<file path="src/rtl/hl_reset_pkg.sv">
// hl_reset_pkg: shared state encodings and default timing constants for the
// Hermes Lite reset sequencer.
package hl_reset_pkg;

    // Sequencer states; the numeric values are exported on seq_state for LEDs.
    typedef enum logic [1:0] {
        WAIT_LOCK = 2'd0,
        FILTER    = 2'd1,
        RELEASE   = 2'd2,
        RUN       = 2'd3
    } seq_state_e;

    // Default timing, in rstclk cycles.
    localparam int NSTAGE_DEF       = 4;
    localparam int CNT_W_DEF        = 16;
    localparam int LOCK_FILTER_DEF  = 256;
    localparam int STAGE_DELAY_DEF  = 1000;
    localparam int DEBOUNCE_DEF     = 64;
    localparam int LOCK_TIMEOUT_DEF = 50000;

endpackage

</file>
<file path="src/rtl/reset_sequencer_if.sv">
// reset_sequencer_if: request inputs and reset/status outputs of the reset
// sequencer. The master side is the sequencer, the slave side is the board
// wrapper that feeds it and consumes the per-domain resets.
//
// Request semantics: soft_reset is sampled on every rstclk edge and each
// cycle it is high counts as one re-sequence request; there is no
// acknowledge. pll_locked and ext_reset_n are asynchronous levels and are
// synchronised inside the sequencer.
interface reset_sequencer_if #(
    parameter int NSTAGE = 4
) ();
    logic              pll_locked;
    logic              ext_reset_n;
    logic              soft_reset;
    logic [NSTAGE-1:0] stage_rst_n;
    logic              seq_done;
    logic              lock_timeout;
    logic [7:0]        lock_loss_cnt;
    logic [1:0]        seq_state;

    modport master (
        input  pll_locked,
        input  ext_reset_n,
        input  soft_reset,
        output stage_rst_n,
        output seq_done,
        output lock_timeout,
        output lock_loss_cnt,
        output seq_state
    );

    modport slave (
        output pll_locked,
        output ext_reset_n,
        output soft_reset,
        input  stage_rst_n,
        input  seq_done,
        input  lock_timeout,
        input  lock_loss_cnt,
        input  seq_state
    );
endinterface

</file>
<file path="src/rtl/sync_debounce.sv">
// sync_debounce: 2-FF synchroniser for an active-low asynchronous input,
// followed by a low-time counter that emits a single-cycle request once the
// synchronised input has been low for DEBOUNCE consecutive cycles. The
// request re-arms only after the synchronised input returns high.
module sync_debounce
    import hl_reset_pkg::*;
#(
    parameter int DEBOUNCE = DEBOUNCE_DEF
) (
    input  logic clk,
    input  logic rst_n,
    input  logic async_in,
    output logic sync_out,
    output logic req
);

    localparam int            DW   = (DEBOUNCE > 1) ? $clog2(DEBOUNCE) : 1;
    localparam logic [DW-1:0] LAST = DW'(DEBOUNCE - 1);

    logic          meta;
    logic [DW-1:0] cnt;
    logic          fired;

    // Two-flop synchroniser; both flops clear to 0 on reset.
    always_ff @(posedge clk) begin
        if (!rst_n) begin
            meta     <= 1'b0;
            sync_out <= 1'b0;
        end else begin
            meta     <= async_in;
            sync_out <= meta;
        end
    end

    // Count synchronised low cycles (saturating) and remember that the
    // request for this low period has already been issued.
    always_ff @(posedge clk) begin
        if (!rst_n) begin
            cnt   <= '0;
            fired <= 1'b0;
        end else if (sync_out) begin
            cnt   <= '0;
            fired <= 1'b0;
        end else begin
            if (cnt != LAST) begin
                cnt <= cnt + 1'b1;
            end
            if (req) begin
                fired <= 1'b1;
            end
        end
    end

    // Request is high in the cycle the count sits at DEBOUNCE-1 with the
    // input still low, and only once per low period.
    assign req = !sync_out && (cnt == LAST) && !fired;

endmodule

</file>
<file path="src/rtl/reset_sequencer.sv">
// reset_sequencer: waits for a stable IF PLL lock, then releases NSTAGE
// active-low reset domains one at a time, STAGE_DELAY cycles apart. Loss of
// lock, a debounced external reset or a soft_reset pulse restarts the whole
// sequence from WAIT_LOCK.
module reset_sequencer
    import hl_reset_pkg::*;
#(
    parameter int NSTAGE       = NSTAGE_DEF,
    parameter int CNT_W        = CNT_W_DEF,
    parameter int LOCK_FILTER  = LOCK_FILTER_DEF,
    parameter int STAGE_DELAY  = STAGE_DELAY_DEF,
    parameter int DEBOUNCE     = DEBOUNCE_DEF,
    parameter int LOCK_TIMEOUT = LOCK_TIMEOUT_DEF
) (
    input  logic               rstclk,
    input  logic               rst_n,
    reset_sequencer_if.master  bus     // must be instantiated with the same NSTAGE
);

    localparam int IW = (NSTAGE > 1) ? $clog2(NSTAGE) : 1;

    // Thresholds truncated to the shared counter width.
    localparam logic [CNT_W-1:0] TIMEOUT_C  = CNT_W'(LOCK_TIMEOUT);
    localparam logic [CNT_W-1:0] TIMEOUT_M1 = CNT_W'(LOCK_TIMEOUT - 1);
    localparam logic [CNT_W-1:0] FILT_LAST  = CNT_W'(LOCK_FILTER - 1);
    localparam logic [CNT_W-1:0] STG_LAST   = CNT_W'(STAGE_DELAY - 1);
    localparam logic [IW-1:0]    LAST_IDX   = IW'(NSTAGE - 1);

    logic lk_m;
    logic lk_s;
    logic ext_s;
    logic ext_req;
    logic abort;

    seq_state_e        state;
    logic [CNT_W-1:0]  cnt;
    logic [IW-1:0]     idx;
    logic [NSTAGE-1:0] stage_q;
    logic              done_q;
    logic              timeout_q;
    logic [7:0]        loss_q;

    // Plain 2-FF synchroniser for the PLL lock; no debounce is wanted here
    // because any lock drop must restart the sequence.
    always_ff @(posedge rstclk) begin
        if (!rst_n) begin
            lk_m <= 1'b0;
            lk_s <= 1'b0;
        end else begin
            lk_m <= bus.pll_locked;
            lk_s <= lk_m;
        end
    end

    sync_debounce #(
        .DEBOUNCE (DEBOUNCE)
    ) u_ext_db (
        .clk      (rstclk),
        .rst_n    (rst_n),
        .async_in (bus.ext_reset_n),
        .sync_out (ext_s),
        .req      (ext_req)
    );

    // Any of these restarts the sequence when outside WAIT_LOCK.
    assign abort = !lk_s || ext_req || bus.soft_reset;

    // Sequencer FSM with registered outputs. An abort outside WAIT_LOCK
    // takes priority over all progress; while the button is held (ext_s=0)
    // FILTER and RELEASE stall so the domains stay in reset.
    always_ff @(posedge rstclk) begin
        if (!rst_n) begin
            state     <= WAIT_LOCK;
            cnt       <= '0;
            idx       <= '0;
            stage_q   <= '0;
            done_q    <= 1'b0;
            timeout_q <= 1'b0;
            loss_q    <= '0;
        end else if (state != WAIT_LOCK && abort) begin
            state   <= WAIT_LOCK;
            cnt     <= '0;
            idx     <= '0;
            stage_q <= '0;
            done_q  <= 1'b0;
            // Only a lock drop while fully running counts as a lock loss.
            if (state == RUN && !lk_s && loss_q != 8'hFF) begin
                loss_q <= loss_q + 8'd1;
            end
        end else begin
            case (state)
                WAIT_LOCK: begin
                    if (ext_req || bus.soft_reset) begin
                        cnt <= '0;
                    end else if (lk_s) begin
                        state <= FILTER;
                        cnt   <= '0;
                    end else if (cnt != TIMEOUT_C) begin
                        cnt <= cnt + 1'b1;
                        if (cnt == TIMEOUT_M1) begin
                            timeout_q <= 1'b1;
                        end
                    end
                end
                FILTER: begin
                    if (ext_s) begin
                        if (cnt == FILT_LAST) begin
                            state <= RELEASE;
                            cnt   <= '0;
                            idx   <= '0;
                        end else begin
                            cnt <= cnt + 1'b1;
                        end
                    end
                end
                RELEASE: begin
                    if (ext_s) begin
                        if (cnt == STG_LAST) begin
                            stage_q[idx] <= 1'b1;
                            cnt          <= '0;
                            if (idx == LAST_IDX) begin
                                state  <= RUN;
                                done_q <= 1'b1;
                            end else begin
                                idx <= idx + 1'b1;
                            end
                        end else begin
                            cnt <= cnt + 1'b1;
                        end
                    end
                end
                RUN: begin
                    done_q <= 1'b1;
                end
                default: begin
                    state <= WAIT_LOCK;
                    cnt   <= '0;
                end
            endcase
        end
    end

    assign bus.stage_rst_n   = stage_q;
    assign bus.seq_done      = done_q;
    assign bus.lock_timeout  = timeout_q;
    assign bus.lock_loss_cnt = loss_q;
    assign bus.seq_state     = state;

endmodule

</file>
<file path="src/flat_wrapper.sv">
// flat-port wrapper written by rule: the top's interface ports become plain ports
module reset_sequencer_flat import hl_reset_pkg::*;
#(
    parameter int NSTAGE       = NSTAGE_DEF,
    parameter int CNT_W        = CNT_W_DEF,
    parameter int LOCK_FILTER  = LOCK_FILTER_DEF,
    parameter int STAGE_DELAY  = STAGE_DELAY_DEF,
    parameter int DEBOUNCE     = DEBOUNCE_DEF,
    parameter int LOCK_TIMEOUT = LOCK_TIMEOUT_DEF
)
  (rstclk, rst_n, bus_pll_locked, bus_ext_reset_n, bus_soft_reset, bus_stage_rst_n, bus_seq_done, bus_lock_timeout, bus_lock_loss_cnt, bus_seq_state);
  reset_sequencer_if #(.NSTAGE(NSTAGE)) bus_i ();
  input  logic rstclk;
  input  logic rst_n;
  input wire logic [$bits(bus_i.pll_locked)-1:0] bus_pll_locked;
  input wire logic [$bits(bus_i.ext_reset_n)-1:0] bus_ext_reset_n;
  input wire logic [$bits(bus_i.soft_reset)-1:0] bus_soft_reset;
  output wire logic [$bits(bus_i.stage_rst_n)-1:0] bus_stage_rst_n;
  output wire logic [$bits(bus_i.seq_done)-1:0] bus_seq_done;
  output wire logic [$bits(bus_i.lock_timeout)-1:0] bus_lock_timeout;
  output wire logic [$bits(bus_i.lock_loss_cnt)-1:0] bus_lock_loss_cnt;
  output wire logic [$bits(bus_i.seq_state)-1:0] bus_seq_state;
  assign bus_i.pll_locked = bus_pll_locked;
  assign bus_i.ext_reset_n = bus_ext_reset_n;
  assign bus_i.soft_reset = bus_soft_reset;
  assign bus_stage_rst_n = bus_i.stage_rst_n;
  assign bus_seq_done = bus_i.seq_done;
  assign bus_lock_timeout = bus_i.lock_timeout;
  assign bus_lock_loss_cnt = bus_i.lock_loss_cnt;
  assign bus_seq_state = bus_i.seq_state;
  reset_sequencer #(.NSTAGE(NSTAGE), .CNT_W(CNT_W), .LOCK_FILTER(LOCK_FILTER), .STAGE_DELAY(STAGE_DELAY), .DEBOUNCE(DEBOUNCE), .LOCK_TIMEOUT(LOCK_TIMEOUT)) u_core (.rstclk(rstclk), .rst_n(rst_n), .bus(bus_i));
endmodule
</file>
<file path="config.mk">
export PLATFORM = sky130hd
export DESIGN_NAME = reset_sequencer_flat
export DESIGN_NICKNAME = d
export VERILOG_FILES = /design/src/rtl/hl_reset_pkg.sv /design/src/rtl/reset_sequencer_if.sv /design/src/rtl/sync_debounce.sv /design/src/rtl/reset_sequencer.sv /design/src/flat_wrapper.sv
export SDC_FILE = /design/constraint.sdc
export NUM_CORES = 1
export LEC_CHECK = 0
export ABC_AREA = 1
export CORE_MARGIN = 4
export CORE_UTILIZATION = 42
export CTS_BUF_LIST = sky130_fd_sc_hd__clkbuf_4 sky130_fd_sc_hd__clkbuf_8
export DETAILED_ROUTE_END_ITERATION = 16
export GPL_TIMING_DRIVEN = 0
export PLACE_DENSITY = 0.57
export SLEW_MARGIN = 0
export SYNTH_ARGS = -nofsm -noshare
export SYNTH_HDL_FRONTEND = slang
export SYNTH_SLANG_ARGS = --single-unit
</file>
<file path="constraint.sdc">
create_clock -name rstclk -period 3.52 [get_ports rstclk]
set_input_delay 0.704 -clock rstclk [delete_from_list [all_inputs] [get_ports rstclk]]
set_output_delay 0.704 -clock rstclk [all_outputs]
set_load 0.02 [all_outputs]
</file>
**After elaboration in Yosys (flattened, before gate mapping)**

Cells that the tools add are included.

- Register bits: 45
- Output and inout bits: 16
- Word-level logic and storage cells: 98

- Add/sub/neg operators: 4
- $lt $le $gt $ge: 2
- Equal/unequal tests: 20
- Mux-type cells: 28
- Bitwise logic cells: 5
- Reduce and logical (&&, ||, !) cells: 26

Operator list:

| cell | number |
|---|---|
| $mux 16 | 7 |
| $pmux 16 s3 | 1 |
| $mux 2 | 12 |
| $add 16x1->16 const B | 1 |
| $eq 16x10->1 const B | 1 |
| $eq 16x16->1 const B | 1 |
| $eq 16x8->1 const B | 1 |
| $ne 16x16->1 const B | 1 |
| $reduce_and 6->1 | 2 |
| $add 8x1->8 const B | 1 |
| $ne 2x1->1 const B | 4 |
| $ne 2x2->1 const B | 4 |
| $ne 8x8->1 const B | 1 |
| $reduce_and 4->1 | 2 |
| $reduce_and 8->1 | 1 |
| $add 6x1->6 const B | 1 |
| $eq 2x2->1 const B | 3 |
| $eq 6x6->1 const B | 1 |
| $logic_and 1x1->1 | 6 |
| $ne 6x6->1 const B | 1 |
| $pmux 2 s3 | 1 |
| $reduce_bool 2->1 | 3 |
| $mux 1 | 4 |
| $ne 4x1->1 const B | 1 |
| other kinds (16) | 24 |

**Logic depth before layout (Yosys ltp)**

- Depth in word-level cells: 8
- Mapped depth: 13

**Modules after synthesis**

Synthesis repeated with hierarchy kept, for this count alone.

- Cell total of the unflattened synthesis: 362
- Area, all modules: 2,600.0 µm²

By module, submodules not included:

| module | times used | cells an instance | area each (µm²) | sequential area each (µm²) |
|---|---|---|---|---|
| reset_sequencer | 1 | 305 | 2,169.6 | 720.7 |
| sync_debounce | 1 | 57 | 430.4 | 180.2 |

**Least setup slack after synthesis**

No wires, ideal clock.

- Path type: reg-to-reg
- Start point: reg u_core.state[0] (netlist: u_core.bus.seq_state[0])
- End point: reg u_core.cnt[9]
- Data arrival time: 1,856 ps
- Data required time: 3,404 ps
- Setup slack: 1,548 ps
- Cell stages (with the launch flop): 11
- Path buffers: 2
- Period minus slack after synthesis: 1,972 ps
- Cell sequence: dfxtp_1 inv_1 ha_1 buf_6 o21a_4 nor2_8 a21boi_4 buf_6 nand3_2 o21ai_0 nor2_1

- Word-level cells in the longest chain between the ends: 3
- Elaborated cells between the ends (all ways): 12
- Classes of those cells: eq/ne (5); mux (1); reduce/logical (6)

RTL lines:

| element | RTL line | source |
|---|---|---|
| start: declaration | reset_sequencer.sv:35 | `seq_state_e state;` |
| start signal: assignment | reset_sequencer.sv:73 | `state <= WAIT_LOCK;` |
| start signal: assignment | reset_sequencer.sv:81 | `state <= WAIT_LOCK;` |
| start signal: assignment | reset_sequencer.sv:96 | `state <= FILTER;` |
| $logic_not 2->1, or another cell as far along | reset_sequencer.sv:91 | `case (state)` |
| $ne 4x1->1 (no source line), or another cell as far along | n/a |  |
| $reduce_and 4->1 (no source line) or $reduce_or 2->1 (tied branches) | n/a |  |
| end signal: assignment | reset_sequencer.sv:99 | `cnt <= cnt + 1'b1;` |
| end signal: assignment | reset_sequencer.sv:112 | `cnt <= cnt + 1'b1;` |
| end signal: assignment | reset_sequencer.sv:128 | `cnt <= cnt + 1'b1;` |
| end: declaration | reset_sequencer.sv:36 | `logic [CNT_W-1:0] cnt;` |

Several ways; a longest one is shown, not always the timed one.
A chain may end at the register's enable or synchronous reset.

**Worst setup path in the final report**

- Start point: reg u_core.state[0] (netlist: u_core.bus.seq_state[0])
- End point: out bus_seq_state[0]

RTL lines:

| element | RTL line | source |
|---|---|---|
| end: declaration | flat_wrapper.sv:22 | `output wire logic [$bits(bus_i.seq_state)-1:0] bus_seq_state;` |

No word-level cell between the ends.

==> impl_metrics.toml <==
[run_status]
status = "finished clean"

[cts]
clock_sinks = 45
holdBufCountCts = 0
cts-root-buf = "clkbuf_8"
numCtsBuffers = 5
cts_tree = "done"
post_cts_buffers = 0
htreeDepth = 2
cts_resized = 0
clk_latency_ns = 0.30
clkTransAtPathRegs_ns = 0.08
cts_max_path_buffers = 2

[global_routing]
overflow = 0
grt_use_total_pct = 15.9
grt_start_max_net_pins = 14
grt_pass1_wl_um = 9830
grt_pass1_vias = 2106
antenna_found_initial = 0

[critical_path]
startpoint_type = "register"
cp_num_buf_inv = 1
crit_type = "reg2out"
path_delay_family = "buffers and inverters"
slowest_stage = "clkdlybuf4s50_1"
critPathMaxFanout = 7
arrival_ns = 1.44
worstPathRequired_ns = 2.82
worstPathCellList = "clkdlybuf4s50_1"
critPathMaxStageDelay_ns = 0.67
crit_path_end_kind = "primary output"

[die]
placementRows = 28
die_area_um2 = 7700
io_pins = 21
fp.coreArea_um2 = 6060
fp.dieH_um = 87.8
fp.dieW_um = 87.8
initial_core_util_pct = 44.1

[layout]
area_growth_pct = 15.5
layout_common_cells = "81 x nand2_1, 64 x nor2_1, 57 x inv_1"
final_area_um2 = 3090
fin_cells = 488
diodes = 0
layout_commonest_cell = "nand2_1"
drive_gt1_share_pct = 12.1
fillers = 611
final_nets = 431

[placement]
gp_routability_congestion = 0.819
dp_cells = 480
dpl-instance-area_um2 = 2970
dpl.hpwl_um = 4250
io_buffers = 20

[pwr]
vdd_ir_drop_max_mv = 0.457
power_density_nw_per_um2 = 576
leakagePower_nw = 1.39
finalPower_w = 0.00178

[timing]
tns_ns = 0
fin_worst_skew_ns = 0.00774
hold_viol = 0
max_freq_mhz = 467
fin_crit_ns = 2.14
max_slew_margin_pct = 74.1
fin_crit_sh_pct = 60.9
rsz0062_at_grt = "no"
worst_pin_slew_ns = 0.385
finalSetupViolCount = 0
drv_slew = 0
holdWs_ns = 0.431

[logic_synthesis]
synth.distinct_cells = 37
synthesis.area_um2 = 2670
avgSynthCellArea_um2 = 6.94
synth_fp_nets = 404
synth-seq-cells = 45
synthCells = 385
synth_warnings = 0
yosysSeqAreaShare_pct = 33.7

[drt]
detail_route.wl_per_cell_um = 11.6
avgViaCountPerCell = 4.72
drt_iter0_drc = 147
dr_total_vias = 2303
ant_nets = 0
remaining_drc_errors = 0
dr.pass1.iters = 4
routed_wl_um = 5640

[flow_run]
drv_cap = 0

[min_path]
min-delay-path-class = "reg2reg"
per-stage QoR:
stage	utilization [%]	worst slack, ns
after detailed placement	48.9	1.13
after CTS	50.9	1.37
final	50.9	1.38
after global placement	48.9	1.11
after global routing	50.9	1.25
after floorplan	-	1.55
tightest hold or removal path, cell delays in order, from the launching register on:
cell and delay (ns):
dfxtp_1 0.31, nand2_1 0.05, inv_1 0.04
flip-flops by register name, indices dropped and copies added, names as in the netlist, 2 cells and up:
register,flops
u_core.bus.stage_rst_n,4
u_core.u_ext_db.cnt,6
u_core.idx,2
u_core.cnt,16
u_core.bus.seq_state,2
u_core.bus.lock_loss_cnt,8
area by class of cell:
| class | instances | area (µm²) | area share (%) |
|---|---|---|---|
| multi-input combinational | 271 | 1470 | 47.8 |
| sequential | 45 | 901 | 29.2 |
| inverter | 63 | 239 | 7.75 |
| timing repair buffer | 20 | 200 | 6.49 |
| tap | 75 | 93.8 | 3.04 |
| clock buffer | 7 | 90.1 | 2.92 |
| buffer | 6 | 57.6 | 1.87 |
| clock inverter | 1 | 30.0 | 0.973 |
worst paths after layout:
| check | from | end | slack, ns | depth (start not counted) |
|---|---|---|---|---|
| setup / recovery | u_core.bus.seq_state[0]$_SDFFE_PP0P_ | bus_seq_state[0] | 1.38 | 1 |
| hold / removal | u_core.u_ext_db.meta$_SDFF_PN0_ | u_core.u_ext_db.sync_out$_SDFF_PN0_ | 0.43 | 2 |
| setup reg to reg | u_core.bus.seq_state[0]$_SDFFE_PP0P_ | u_core.cnt[9]$_SDFFE_PP0P_ | 1.42 | 9 |
| hold reg to reg | u_core.u_ext_db.meta$_SDFF_PN0_ | u_core.u_ext_db.sync_out$_SDFF_PN0_ | 0.43 | 2 |
cell families (layout without fill, tap and decap cells):
logic type | Yosys count | after routing | synth area share [%]
buffers and inverters | 69 | 97 | 11.1
AO/OA/AOI/OAI | 42 | 42 | 10.1
adder cells (fa/ha/maj) | 14 | 14 | 6.56
XOR/XNOR | 7 | 7 | 2.30
flip-flops | 45 | 45 | 33.7
AND/OR/NAND/NOR | 208 | 208 | 36.3
cells in the mapped netlist, drive strengths merged:
| master | instances | share of area (%) |
|---|---|---|
| nand2 | 92 | 14 |
| nor2 | 71 | 12 |
| inv | 60 | 8.4 |
| dfxtp | 45 | 34 |
| nand3 | 25 | 5.4 |
| o21ai | 21 | 4.4 |
| a21oi | 15 | 3.2 |
| ha | 14 | 6.6 |
| nand4 | 12 | 3.0 |
| buf | 6 | 2.2 |
| nor3 | 5 | 0.94 |
| xor2 | 4 | 1.3 |
| clkinv | 3 | 0.52 |
| xnor2 | 3 | 0.98 |
| a211oi | 1 | 0.28 |
| a21boi | 1 | 0.70 |
| nand3b | 1 | 0.28 |
| nor3b | 1 | 0.28 |
| nor4 | 1 | 0.23 |
| o211a | 1 | 0.37 |
| o211ai | 1 | 0.28 |
| o21a | 1 | 0.56 |
| o21bai | 1 | 0.28 |
routing by layer:
| layer | GRT usage, % | part of all wire, % | vias to the layer above |
|---|---|---|---|
| li1 | - | - | 1259 |
| met4 | 4.32 | 0.92 | 0 |
| met2 | 24.6 | 43 | 27 |
| met5 | 0 | 0 | - |
| met3 | 3.01 | 3.1 | 7 |
| met1 | 22.5 | 53 | 1010 |
power by group:
group	switching, W	internal, W
clock	0.000176	0.000239
combinational	0.000495	0.000277
sequential	0.0000437	0.000547
No activity file was read; power rests on OpenSTA's default activity.
